`config.mk`:
```
export PLATFORM = sky130hd
export DESIGN_NAME = player_motion_ctrl
export DESIGN_NICKNAME = d
export VERILOG_FILES = /design/src/rtl/game_pkg.sv /design/src/rtl/button_debounce.sv /design/src/rtl/player_motion_ctrl.sv
export SDC_FILE = /design/constraint.sdc
export NUM_CORES = 1
export LEC_CHECK = 0
export CAP_MARGIN = 20
export CORE_UTILIZATION = 50
export DETAILED_ROUTE_END_ITERATION = 16
export GPL_TIMING_DRIVEN = 0
export PLACE_DENSITY = 0.77
export SLEW_MARGIN = 15
export SYNTH_ARGS = -nofsm -noshare
export SYNTH_HDL_FRONTEND = slang
export SYNTH_SLANG_ARGS = --single-unit
```
`constraint.sdc`:
```
create_clock -name CLOCK_50 -period 3.4 [get_ports CLOCK_50]
set_input_delay 1.02 -clock CLOCK_50 [delete_from_list [all_inputs] [get_ports CLOCK_50]]
set_output_delay 1.02 -clock CLOCK_50 [all_outputs]
set_load 0.01 [all_outputs]
```
`src/rtl/game_pkg.sv`:
```
// Shared screen constants and encodings for the game datapath.
package game_pkg;

  localparam int unsigned SCREEN_W = 640;
  localparam int unsigned SCREEN_H = 480;

  typedef enum logic [1:0] {
    StIdle    = 2'd0,
    StDelay   = 2'd1,
    StRepeat  = 2'd2,
    StBlocked = 2'd3
  } state_e;

  typedef enum logic {
    DirLeft  = 1'b0,
    DirRight = 1'b1
  } dir_e;

endpackage

```
`src/rtl/button_debounce.sv`:
```
// Synchronises an active-low raw button and accepts a level only after it has been
// stable for DEBOUNCE_CYCLES consecutive cycles.
module button_debounce #(
  parameter int unsigned DEBOUNCE_CYCLES = 500000
) (
  input  logic CLOCK_50,
  input  logic reset,
  input  logic raw_n,
  output logic pressed
);

  localparam int unsigned CW = $clog2(DEBOUNCE_CYCLES + 1);
  localparam logic [CW-1:0] CNT_LAST = CW'(DEBOUNCE_CYCLES - 1);

  logic          r_sync1;
  logic          r_sync2;
  logic          r_pressed;
  logic [CW-1:0] r_cnt;
  logic          w_level;

  assign w_level = ~r_sync2;
  assign pressed = r_pressed;

  // Counter tracks how long the synced level has disagreed with the accepted one.
  always_ff @(posedge CLOCK_50 or negedge reset) begin
    if (!reset) begin
      r_sync1   <= 1'b1;
      r_sync2   <= 1'b1;
      r_pressed <= 1'b0;
      r_cnt     <= '0;
    end else begin
      r_sync1 <= raw_n;
      r_sync2 <= r_sync1;
      if (w_level == r_pressed) begin
        r_cnt <= '0;
      end else if (r_cnt == CNT_LAST) begin
        r_pressed <= w_level;
        r_cnt     <= '0;
      end else begin
        r_cnt <= r_cnt + 1'b1;
      end
    end
  end

endmodule

```
`src/rtl/player_motion_ctrl.sv`:
```
// Player paddle controller: debounced buttons, press-move, hold delay, auto-repeat
// with optional acceleration, pause, and registered sprite position.
module player_motion_ctrl #(
  parameter int unsigned SCREEN_W        = game_pkg::SCREEN_W,
  parameter int unsigned SCREEN_H        = game_pkg::SCREEN_H,
  parameter int unsigned PLAYER_W        = 32,
  parameter int unsigned PLAYER_H        = 16,
  parameter int unsigned BOTTOM_MARGIN   = 4,
  parameter int unsigned STEP            = 4,
  parameter int unsigned MAX_STEP        = 16,
  parameter int unsigned ACCEL_EN        = 1,
  parameter int unsigned ACCEL_REPEATS   = 4,
  parameter int unsigned DEBOUNCE_CYCLES = 500000,
  parameter int unsigned REPEAT_DELAY    = 15000000,
  parameter int unsigned REPEAT_PERIOD   = 1250000
) (
  input  logic       CLOCK_50,
  input  logic       reset,
  input  logic       pause,
  input  logic       left_button,
  input  logic       right_button,
  output logic [9:0] player_x,
  output logic [9:0] player_y,
  output logic       moving,
  output logic       dir,
  output logic       at_left_edge,
  output logic       at_right_edge
);
  import game_pkg::*;

  localparam logic [9:0] XMAX   = 10'(SCREEN_W - PLAYER_W);
  localparam logic [9:0] X0     = 10'((SCREEN_W - PLAYER_W) / 2);
  localparam logic [9:0] Y0     = 10'(SCREEN_H - BOTTOM_MARGIN - PLAYER_H);
  localparam logic [9:0] STEP_V = 10'(STEP);
  localparam logic [9:0] MAX_V  = 10'(MAX_STEP);
  localparam int unsigned TMAX  = (REPEAT_DELAY > REPEAT_PERIOD) ? REPEAT_DELAY : REPEAT_PERIOD;
  localparam int unsigned TW    = $clog2(TMAX + 1);
  localparam logic [TW-1:0] T_DELAY_LAST  = TW'(REPEAT_DELAY - 1);
  localparam logic [TW-1:0] T_PERIOD_LAST = TW'(REPEAT_PERIOD - 1);
  localparam int unsigned AW    = $clog2(ACCEL_REPEATS + 1);
  localparam logic [AW-1:0] A_LAST = AW'(ACCEL_REPEATS - 1);

  state_e        r_state, w_state_next;
  dir_e          r_dir, w_dir_next, w_move_dir;
  logic [TW-1:0] r_timer, w_timer_next, w_timer_last;
  logic [9:0]    r_x, w_x_next, r_step, w_step_next, w_x_left, w_x_right;
  logic [AW-1:0] r_acnt, w_acnt_next;
  logic [10:0]   w_sum;
  logic          r_moving, w_moving_next, w_move;
  logic          w_pl, w_pr, w_active, w_other;

  button_debounce #(.DEBOUNCE_CYCLES(DEBOUNCE_CYCLES)) u_left_db (
    .CLOCK_50 (CLOCK_50),
    .reset    (reset),
    .raw_n    (left_button),
    .pressed  (w_pl)
  );

  button_debounce #(.DEBOUNCE_CYCLES(DEBOUNCE_CYCLES)) u_right_db (
    .CLOCK_50 (CLOCK_50),
    .reset    (reset),
    .raw_n    (right_button),
    .pressed  (w_pr)
  );

  assign w_active     = (r_dir == DirRight) ? w_pr : w_pl;
  assign w_other      = (r_dir == DirRight) ? w_pl : w_pr;
  assign w_timer_last = (r_state == StDelay) ? T_DELAY_LAST : T_PERIOD_LAST;
  assign w_sum        = {1'b0, r_x} + {1'b0, r_step};
  assign w_x_left     = ({1'b0, r_x} < {1'b0, r_step}) ? 10'd0 : r_x - r_step;
  assign w_x_right    = (w_sum > {1'b0, XMAX}) ? XMAX : w_sum[9:0];

  always_comb begin
    w_state_next = r_state;
    w_timer_next = '0;
    w_move       = 1'b0;
    w_move_dir   = r_dir;
    if (pause) begin
      if (!w_pl && !w_pr) w_state_next = StIdle;
    end else begin
      unique case (r_state)
        StIdle: begin
          if (w_pl ^ w_pr) begin
            w_move       = 1'b1;
            w_move_dir   = w_pr ? DirRight : DirLeft;
            w_state_next = StDelay;
          end else if (w_pl && w_pr) begin
            w_state_next = StBlocked;
          end
        end
        StDelay, StRepeat: begin
          if (!w_active) begin
            w_state_next = StIdle;
          end else if (w_other) begin
            w_state_next = StBlocked;
          end else if (r_timer == w_timer_last) begin
            w_move       = 1'b1;
            w_state_next = StRepeat;
          end else begin
            w_timer_next = r_timer + 1'b1;
          end
        end
        StBlocked: begin
          if (!w_pl && !w_pr) w_state_next = StIdle;
        end
        default: w_state_next = StIdle;
      endcase
    end
  end

  // Direction can only change on the press move out of IDLE, where the step is
  // already back at STEP, so the IDLE reset below also covers direction changes.
  always_comb begin
    w_x_next      = r_x;
    w_moving_next = 1'b0;
    w_dir_next    = r_dir;
    w_step_next   = r_step;
    w_acnt_next   = r_acnt;
    if (w_move) begin
      w_x_next      = (w_move_dir == DirRight) ? w_x_right : w_x_left;
      w_moving_next = (w_x_next != r_x);
      w_dir_next    = w_move_dir;
      if (ACCEL_EN != 0) begin
        if (r_acnt == A_LAST) begin
          w_acnt_next = '0;
          w_step_next = (r_step + STEP_V > MAX_V) ? MAX_V : r_step + STEP_V;
        end else begin
          w_acnt_next = r_acnt + 1'b1;
        end
      end
    end
    if (w_state_next == StIdle) begin
      w_step_next = STEP_V;
      w_acnt_next = '0;
    end
  end

  always_ff @(posedge CLOCK_50 or negedge reset) begin
    if (!reset) begin
      r_state  <= StIdle;
      r_timer  <= '0;
      r_x      <= X0;
      r_step   <= STEP_V;
      r_acnt   <= '0;
      r_moving <= 1'b0;
      r_dir    <= DirLeft;
    end else begin
      r_state  <= w_state_next;
      r_timer  <= w_timer_next;
      r_x      <= w_x_next;
      r_step   <= w_step_next;
      r_acnt   <= w_acnt_next;
      r_moving <= w_moving_next;
      r_dir    <= w_dir_next;
    end
  end

  assign player_x      = r_x;
  assign player_y      = Y0;
  assign moving        = r_moving;
  assign dir           = r_dir;
  assign at_left_edge  = (r_x == 10'd0);
  assign at_right_edge = (r_x == XMAX);

endmodule

```
# ---- After elaboration in Yosys (flattened, before gate mapping)
# Cells that the tools add are included.
dict set report totals {
  ff_bits 95
  input_bits 5
  out_inout_bits 24
  word_cells 95
}
dict set report classes {
  add_sub_neg 7
  n_lt_le_gt_ge 3
  n_eq_ne 11
  n_mux 41
  bitwise 5
  n_reduce_logical 13
}
# cell count
set op_table {}
lappend op_table {{two-way mux 24 bit} 6}
lappend op_table {{two-way mux 19 bit} 4}
lappend op_table {{two-way mux 10 bit} 7}
lappend op_table {{adder 19 x 1 -> 19 bit, second input constant} 2}
lappend op_table {{equality test 19 bit, second input constant} 2}
lappend op_table {{adder 24 x 1 -> 24 bit, second input constant} 1}
lappend op_table {{equality test 24 bit} 1}
lappend op_table {{two-way mux 2 bit} 7}
lappend op_table {{two-way mux 1 bit} 12}
lappend op_table {{adder 10 x 10 -> 11 bit} 1}
lappend op_table {{greater-than comparator 11 x 10 -> 1 bit, second input constant} 1}
lappend op_table {{adder 10 x 3 -> 10 bit, second input constant} 1}
lappend op_table {{equality test 10 bit, second input constant} 1}
lappend op_table {{greater-than comparator 10 x 5 -> 1 bit, second input constant} 1}
lappend op_table {{logical NOT 10 bit} 1}
lappend op_table {{less-than comparator 10 bit} 1}
lappend op_table {{!= test 10 bit} 1}
lappend op_table {{subtractor 10 bit} 1}
lappend op_table {{two-way mux 3 bit} 3}
lappend op_table {{one-hot mux 2 bit (3 select lines)} 1}
lappend op_table {{AND reduction 2 bit} 3}
lappend op_table {{equality test 2 bit, second input constant} 2}
lappend op_table {{logical NOT 2 bit} 2}
lappend op_table {{inverter 1 bit} 4}
lappend op_table {{10 further kinds} 14}

# ---- Longest topological paths before layout
# Gate-level depths: netlist of the first run.
dict set report logic_depth {
  word_depth 11
  ltp_mapped 12
  mapped_depth_nobuf 11
}

# ---- Hierarchy
# From an unflattened synthesis of the first run, not the netlist that was laid out.
dict set report unflattened {
  cells_unflattened 649
  area_unflattened_um2 6072.1
}
# mod instances cells_per_inst area_each_um2 seq_area_each_um2
set modules_own_cells {}
lappend modules_own_cells {player_motion_ctrl 1 433 3829.9 1231.2}
lappend modules_own_cells {button_debounce 2 108 1121.1 553.0}

# ---- Worst setup path after synthesis of the first run
# No wires, ideal clock.
dict set report synth_timing {
  path_kind {input to register}
  start {input pause}
  end {register r_moving (netlist: moving)}
  setup_time_ns 0.135
  arrival_ns 2.862
  required_time_ns 3.265
  setup_slack_ns 0.404
  stages 9
  cell_sequence {nand3b_1 > a21o_4 > a21oi_1 > a31oi_2 > xnor2_1 > or4b_1 > a21o_1 > a2111oi_2 > a21oi_1}
}
dict set report synth_via {
  elab_chain_cells 4
  word_cells_on_any_way 5
}
# item line
set synth_rtl {}
lappend synth_rtl {{from (decl)} player_motion_ctrl.sv:19} ;# input logic pause,
lappend synth_rtl {{two-way mux 1 bit} player_motion_ctrl.sv:78} ;# if (pause) begin
lappend synth_rtl {{two-way mux 10 bit} player_motion_ctrl.sv:120} ;# w_x_next = (w_move_dir == DirRight) ? w_x_right : w_x_left;
lappend synth_rtl {{!= test 10 bit} player_motion_ctrl.sv:121} ;# w_moving_next = (w_x_next != r_x);
lappend synth_rtl {{two-way mux 1 bit *} player_motion_ctrl.sv:119} ;# if (w_move) begin
lappend synth_rtl {{named net w_moving_next} player_motion_ctrl.sv:49} ;# logic r_moving, w_moving_next, w_move;
lappend synth_rtl {{to (signal assigned)} player_motion_ctrl.sv:153} ;# r_moving <= w_moving_next;
lappend synth_rtl {{to (decl)} player_motion_ctrl.sv:49}
# The timed path passes the listed nets; every way through them passes the cells marked *.
# A chain may end at the register's enable or synchronous reset.

# ---- Worst setup path after layout of the first run
# Same ends and word-level chain as after synthesis.

==> impl_results.md, run 1 <==
- Status: finished, final reports clean
- Synth Register Bits: 93
- Met1 wire length: 6450 um
- Synthesis-to-finish area growth: 14.6%
- Hold Path Class: reg -> reg
- Mapped Cells: 675
- First DRT Iteration DRCs: 308
- EDFF count, synth: 0
- Vias in the first global route: 4785
- Area of the die: 12300 um2
- I/O Pins: 29
- Routed Antenna Nets: 0
- Per-cell routed wire length: 15.3 um
- Worst hold start: u_right_db.r_sync1
- CTS tree: yes
- # diodes: 0
- CP dominant cell by count: a21oi_1
- Max transition margin: 54.0%
- Cell area after synthesis: 5930 um2
- Synth area leaders: dfrtp_1 36%, nor2_1 6.7%, ha_1 6.3%
- Tot Pwr: 0.00230 W
- Launching element type of the critical path: input pin
- Total of warnings raised by yosys: 0
- First-pass GRT wire length: 23000 um
- Critical Path RT: 3600 ps
- Initial core utilization: 51.7%
- Final WS setup: 105 ps
- Pin count of the biggest net entering global routing: 55
- Crit-path slowest cell: or4b_1
- Row count: 39
- Sequential-to-total area share from yosys stat: 39.4%
- GRT Total Usage: 23.0%
- PortBufs: 18
- R2r worst-path depth: 12
- Clock Root Buffer: clkbuf_16
- Met2 wire len: 6170 um
- Hold path cells: 0
- Cell Chain, Critical Path: dlygate4sd2_1 -> nand3b_1 -> a21o_4 -> a21oi_1 -> a31oi_2 -> xnor2_2 -> or4b_1 -> a21o_1 -> a2111oi_4 -> a21oi_1
- Hold Vio Cnt, Final: 0
- Synth cell types: 68
- Fin. max-slew vios: 0
- Clk slew on worst S/H paths: 70 ps
- Leakage: 2.88 nW
- Post-placement setup slack: -717 ps
- Post-synth top area cell: dfrtp_1
- Share of Yosys cell area claimed by the top area cell type: 35.9%
- Max incr delay on CP: 530 ps
- Cell Pwr Density: 338 nW/um2
- Final GP Congestion: 0.987
- H-Tree Level Count: 3
- GRT Residual Overflow: 0
- Crit path max-delay family: compound AO/OA/AOI/OAI gates
- Critical Path Fanout Max: 7
- Max Freq: 0.303 GHz
- CP bufs+invs: 1
- Met3 wire len: 519 um
- Die Ht: 111 um
- Async S/R FF share, synth: 100%
- Worst-Skew Late Latency: 350 ps
- Final wirelength: 13300 um
- Max IR drop VDD: 0.000433 V
- Ratio of cells with drive above 1 in the final layout: 12.0%
- Post-route DRC: 0
- Drt via density: 5.67
- Worst clock skew: 5.78 ps
- Initial antenna violation count: 0
- Via count: 4925
- Worst reg2reg setup slack: 140 ps
- Top Layer Used: met4
- DRT Pass-1 Iters: 5
- Crit path time final: 3300 ps
- Core footprint: 11500 um2
- # nets final: 756
- R2r endpoint: moving
- Syn Area/Cell: 8.78 um2
- TritonCTS Sinks: 93
- Critical path class: in -> reg
- Most frequent cell after synthesis: nor2_1
- Maxcap violations: 0
- Setup crit end kind: register
- Total CTS buffers: 9
- Final setup fails: 0
- Worst Tran Pin Value: 690 ps
- Critical Path Start: pause
- Synth top cells by count: 106 x nor2_1, 85 x dfrtp_1, 69 x nand2_1
- Critical path arrival: 3500 ps
- Die X-Extent: 111 um
- Top_reg_cell synth: dfrtp_1
- HPWL after DPL: 9670 um
- Clock tree buffer depth: 2
- Worst reg2reg path startpoint: player_x[4]
- Crit share post-route: 96.9%
- Hold endpoint: u_right_db.r_sync2
-- cells by family after synthesis --
group | synth area share, %
flip-flops | 39.4
buffers and inverters | 4.43
adder cells (fa/ha/maj) | 6.33
multiplexers | 1.63
other | 0.127
XOR/XNOR | 9.60
AND/OR/NAND/NOR | 24.9
AO/OA/AOI/OAI | 13.5
-- layout make-up --
| class | count | area [um2] |
|---|---|---|
| fill | 977 | 4670 |
| multi-input combinational | 534 | 3440 |
| sequential | 93 | 2340 |
| timing repair buffer | 26 | 249 |
| clock buffer | 9 | 225 |
| tap | 143 | 179 |
| buffer | 27 | 153 |
| inverter | 30 | 113 |
| clock inverter | 7 | 96.3 |
-- routing by layer --
layer	vias to the layer above	global-route usage, %
met4	0	6.49
met2	112	35.8
li1	2409	-
met1	2386	32.3
met5	-	0
met3	18	5.03
-- layout by cell type (no fill, tap or decap), types with 16 or more instances in the layout --
| cell | n |
|---|---|
| inv_1 | 30 |
| o21ai_0 | 26 |
| ha_1 | 29 |
| dfrtp_1 | 83 |
| xor2_1 | 42 |
| xnor2_1 | 22 |
| a21oi_1 | 21 |
| buf_4 | 18 |
| nand2_1 | 69 |
| nor2_1 | 105 |
| nand3_1 | 29 |
| clkdlybuf4s50_1 | 16 |
-- how the worst max path moves through the flow --
stage,cells after the start,to,slack (ps)
after floorplan,9,moving,400
after global placement,1,u_right_db.r_cnt[13],-1980
after detailed placement,11,moving,-720
after CTS,10,moving,7
after global routing,11,moving,-20
final,10,moving,100
-- power by group --
part	switching (W)	internal (W)	total [W]
combinational	0.0000596	0.0000347	0.0000942
clock	0.000430	0.000648	0.00108
sequential	0.00000680	0.00112	0.00112
-- registers in the layout (all words and copies together), names as in the netlist, 2 cells and up --
register,cells
r_timer,24
u_left_db.r_cnt,19
u_right_db.r_cnt,19
player_x,10
r_step,8
r_acnt,3
r_state,2
-- repair_timing --
action	CTS	global route
setup endpoints to repair	1	1
pin swaps	2	10
resized for setup	3	20
hold buffers	0	0
setup buffers	4	3
-- stage by stage --
step	setup TNS [ps]	cell area (um2)	std cells	util, %	hold slack [ps]
final	0	6800	869	59.3	356
after global routing	-19.6	6800	869	59.3	358
after CTS	0	6690	867	58.4	358
after detailed placement	-1300	6340	847	55.3	348
after global placement	-176370	6320	846	55.2	347
after floorplan	0	5970	685	-	345
(Power assumes the default switching activity.)
==> run 2, diff against run 1 <==
- ABC_AREA: default -> 1
==> run 2 against run 1 <==
Against the previous run:
- wire length is 2.8% lower
- worst hold slack better by 3.0 ps
- sequential power hardly changed
- critical path type unchanged
- critical endpoint unchanged
- largest cell class unchanged
- highest routed layer unchanged
==> impl_results.md, run 2 <==
- Max IR drop VDD: 0.000230 V
- Final WS setup: 308 ps
- GRT Total Usage: 21.8%
- Initial core utilization: 51.9%
- Share of Yosys cell area claimed by the top area cell type: 33.7%
- EDFF count, synth: 0
- # nets final: 904
- Clk pwr share: 42.1%
- Synth top cells by count: 148 x nand2_1, 115 x inv_1, 95 x nor2_1
- TritonCTS Sinks: 93
- Post-route DRC: 0
- Crit share post-route: 90.9%
- Sw power: 0.000555 W
- Synth cell types: 52
- PortBufs: 18
- Most frequent cell after synthesis: nand2_1
- HPWL after DPL: 9910 um
- Switch share: 24.5%
- Vias in the first global route: 4964
- Async S/R FF share, synth: 100%
- R2r endpoint: moving
- Register share of total power: 50.4%
- Worst hold slack: 359 ps
- Synth area leaders: dfrtp_1 34%, nand2_1 8.8%, inv_1 6.8%
- Post-synth top area cell: dfrtp_1
- Critical path class: in -> reg
- Int Pwr: 0.00171 W
- Row count: 40
- Crit path time final: 3090 ps
- RSZ-0062 raised after global routing: false
- Worst clock skew: 6.95 ps
- Area of the die: 13100 um2
- Max Freq: 0.323 GHz
- H-Tree Level Count: 3
- Final setup fails: 0
- Biggest register: r_timer
- Die Ht: 114 um
- Launching element type of the critical path: input pin
- # diodes: 0
- Post-placement setup slack: -11.8 ps
- First DRT Iteration DRCs: 315
- Via count: 5391
- Final wirelength: 13000 um
- Status: finished, final reports clean
- Cell area after synthesis: 6310 um2
- Inst Count DP: 1026
- Setup crit end kind: register
- Maxcap violations: 0
- Worst-Skew Late Latency: 350 ps
- CTS tree: yes
- R2r worst-path depth: 14
- Clock Root Buffer: clkbuf_16
- Clock tree buffer depth: 2
- Synth Register Bits: 93
- DRT Pass-1 Iters: 5
- Max reg flops: 24
- Total of warnings raised by yosys: 0
- Worst hold start: u_right_db.r_sync1
- Initial antenna violation count: 0
- Total CTS buffers: 9
- Mapped Cells: 829
- Critical Path Start: pause
- Max transition margin: 56.5%
- Leakage: 3.22 nW
- Hold endpoint: u_right_db.r_sync2
- Final std cells w/o fill: 1042
- Worst reg2reg setup slack: 660 ps
- Critical path arrival: 3330 ps
- Hold Vio Cnt, Final: 0
- Drt via density: 5.17
- Die X-Extent: 114 um
- Pin count of the biggest net entering global routing: 48
- GRT Residual Overflow: 0
- Critical Path RT: 3640 ps
- Top_reg_cell synth: dfrtp_1
- Hold path cells: 0
- Cell Pwr Density: 321 nW/um2
- Post-CTS setup buffer count: 0
- Final GP Congestion: 0.924
- I/O Pins: 29
- Fin. max-slew vios: 0
- Leading cell type in the layout, fill and taps excluded: nand2_1
- Ratio of cells with drive above 1 in the final layout: 10.6%
- Core footprint: 12200 um2
- Worst reg2reg path startpoint: player_x[7]
- Syn Area/Cell: 7.62 um2
- First-pass GRT wire length: 22700 um
- Routed Antenna Nets: 0
- Synthesis-to-finish area growth: 11.6%
- Largest registers: r_timer: 24 flops, u_left_db.r_cnt: 19 flops, u_right_db.r_cnt: 19 flops
- Post-cts sizing count: 0
- Critical Path Fanout Max: 10
- Most frequent cells in the layout: 148 x nand2_1, 115 x inv_1, 95 x nor2_1
- Comb pwr share: 7.5%
- Hold Path Class: reg -> reg
- Sequential-to-total area share from yosys stat: 37.0%
- Worst Tran Pin Value: 646 ps
- Per-cell routed wire length: 12.4 um
- Clk slew on worst S/H paths: 70 ps
- # hold bufs at CTS: 0
## run 2: changes by cell type after synthesis, moves of 10 or more
cell	previous run	this run
nand4_1	11	32
inv_1	30	115
nor2_1	106	95
and3_1	14	3
clkbuf_1	12	2
nor3_1	14	25
nand3_1	30	57
nand2_1	69	148
## run 2: layout make-up
class                           instances  area (um2)
Fill cell                            1118        5120
Clock buffer                           12         246
Multi-Input combinational cell        599        3390
Clock inverter                          4        32.5
Buffer                                 28         180
Timing Repair Buffer                   19         205
Inverter                              119         447
Tap cell                              168         210
Sequential cell                        93        2340
## run 2: layer usage
metal	track usage [%]	share of wire (%)	vias to the layer above
li1	-	-	2768
met1	29.3	48	2498
met2	35.4	46	103
met3	2.96	2.9	22
met4	9.18	2.4	0
met5	0	0	-
## run 2: how the worst max path moves through the flow
stage                              to  depth (start not counted)  slack, ps
final                          moving                         12        310
after global routing           moving                         14        190
after CTS                      moving                         12        380
after detailed placement       moving                         12        -10
after global placement    r_timer[11]                          1      -2140
after floorplan                moving                         18       1090
## run 2: cell families (layout without fill, tap and decap cells)
family	after synthesis	count (layout)	share of synthesized area, %
other cells	2	12	0.119
compound gates	95	95	8.68
simple gates	414	414	31.6
flops	93	93	37.0
buf+inv	147	182	9.93
mux	1	1	0.159
xor+xnor	47	47	6.52
fa+ha+maj	30	30	5.95
## run 2: critical path, cell delays in order
cell and delay, ps:
clkdlybuf4s50_1 540, inv_1 180, nand4_1 100, nand2_1 200, clkbuf_1 460, nand3_1 220, nand3_1 190, xor2_1 80
nor2_1 130, nand3_1 90, nand2_1 60, inv_1 40
## run 2: through the flow
stage	power (W)	util [%]	area, um2	TNS (ps)
CTS	0.00229	57.9	7050	0
finish	0.00226	57.9	7050	0
detailed placement	0.00133	55.6	6770	-11.8
floorplan	0.00127	-	6350	0
global placement	0.00133	55.4	6740	-189990
global route	0.00236	57.9	7050	0
## run 2: power groups by stage
| stage | combinational [W] | sequential (W) | clock [W] |
|---|---|---|---|
| final | 0.000170 | 0.00114 | 0.000953 |
| after global routing | 0.000198 | 0.00114 | 0.00102 |
| after CTS | 0.000172 | 0.00114 | 0.000978 |
| after detailed placement | 0.000171 | 0.00116 | 0 |
| after global placement | 0.000165 | 0.00116 | 0 |
| after floorplan | 0.000119 | 0.00115 | 0 |
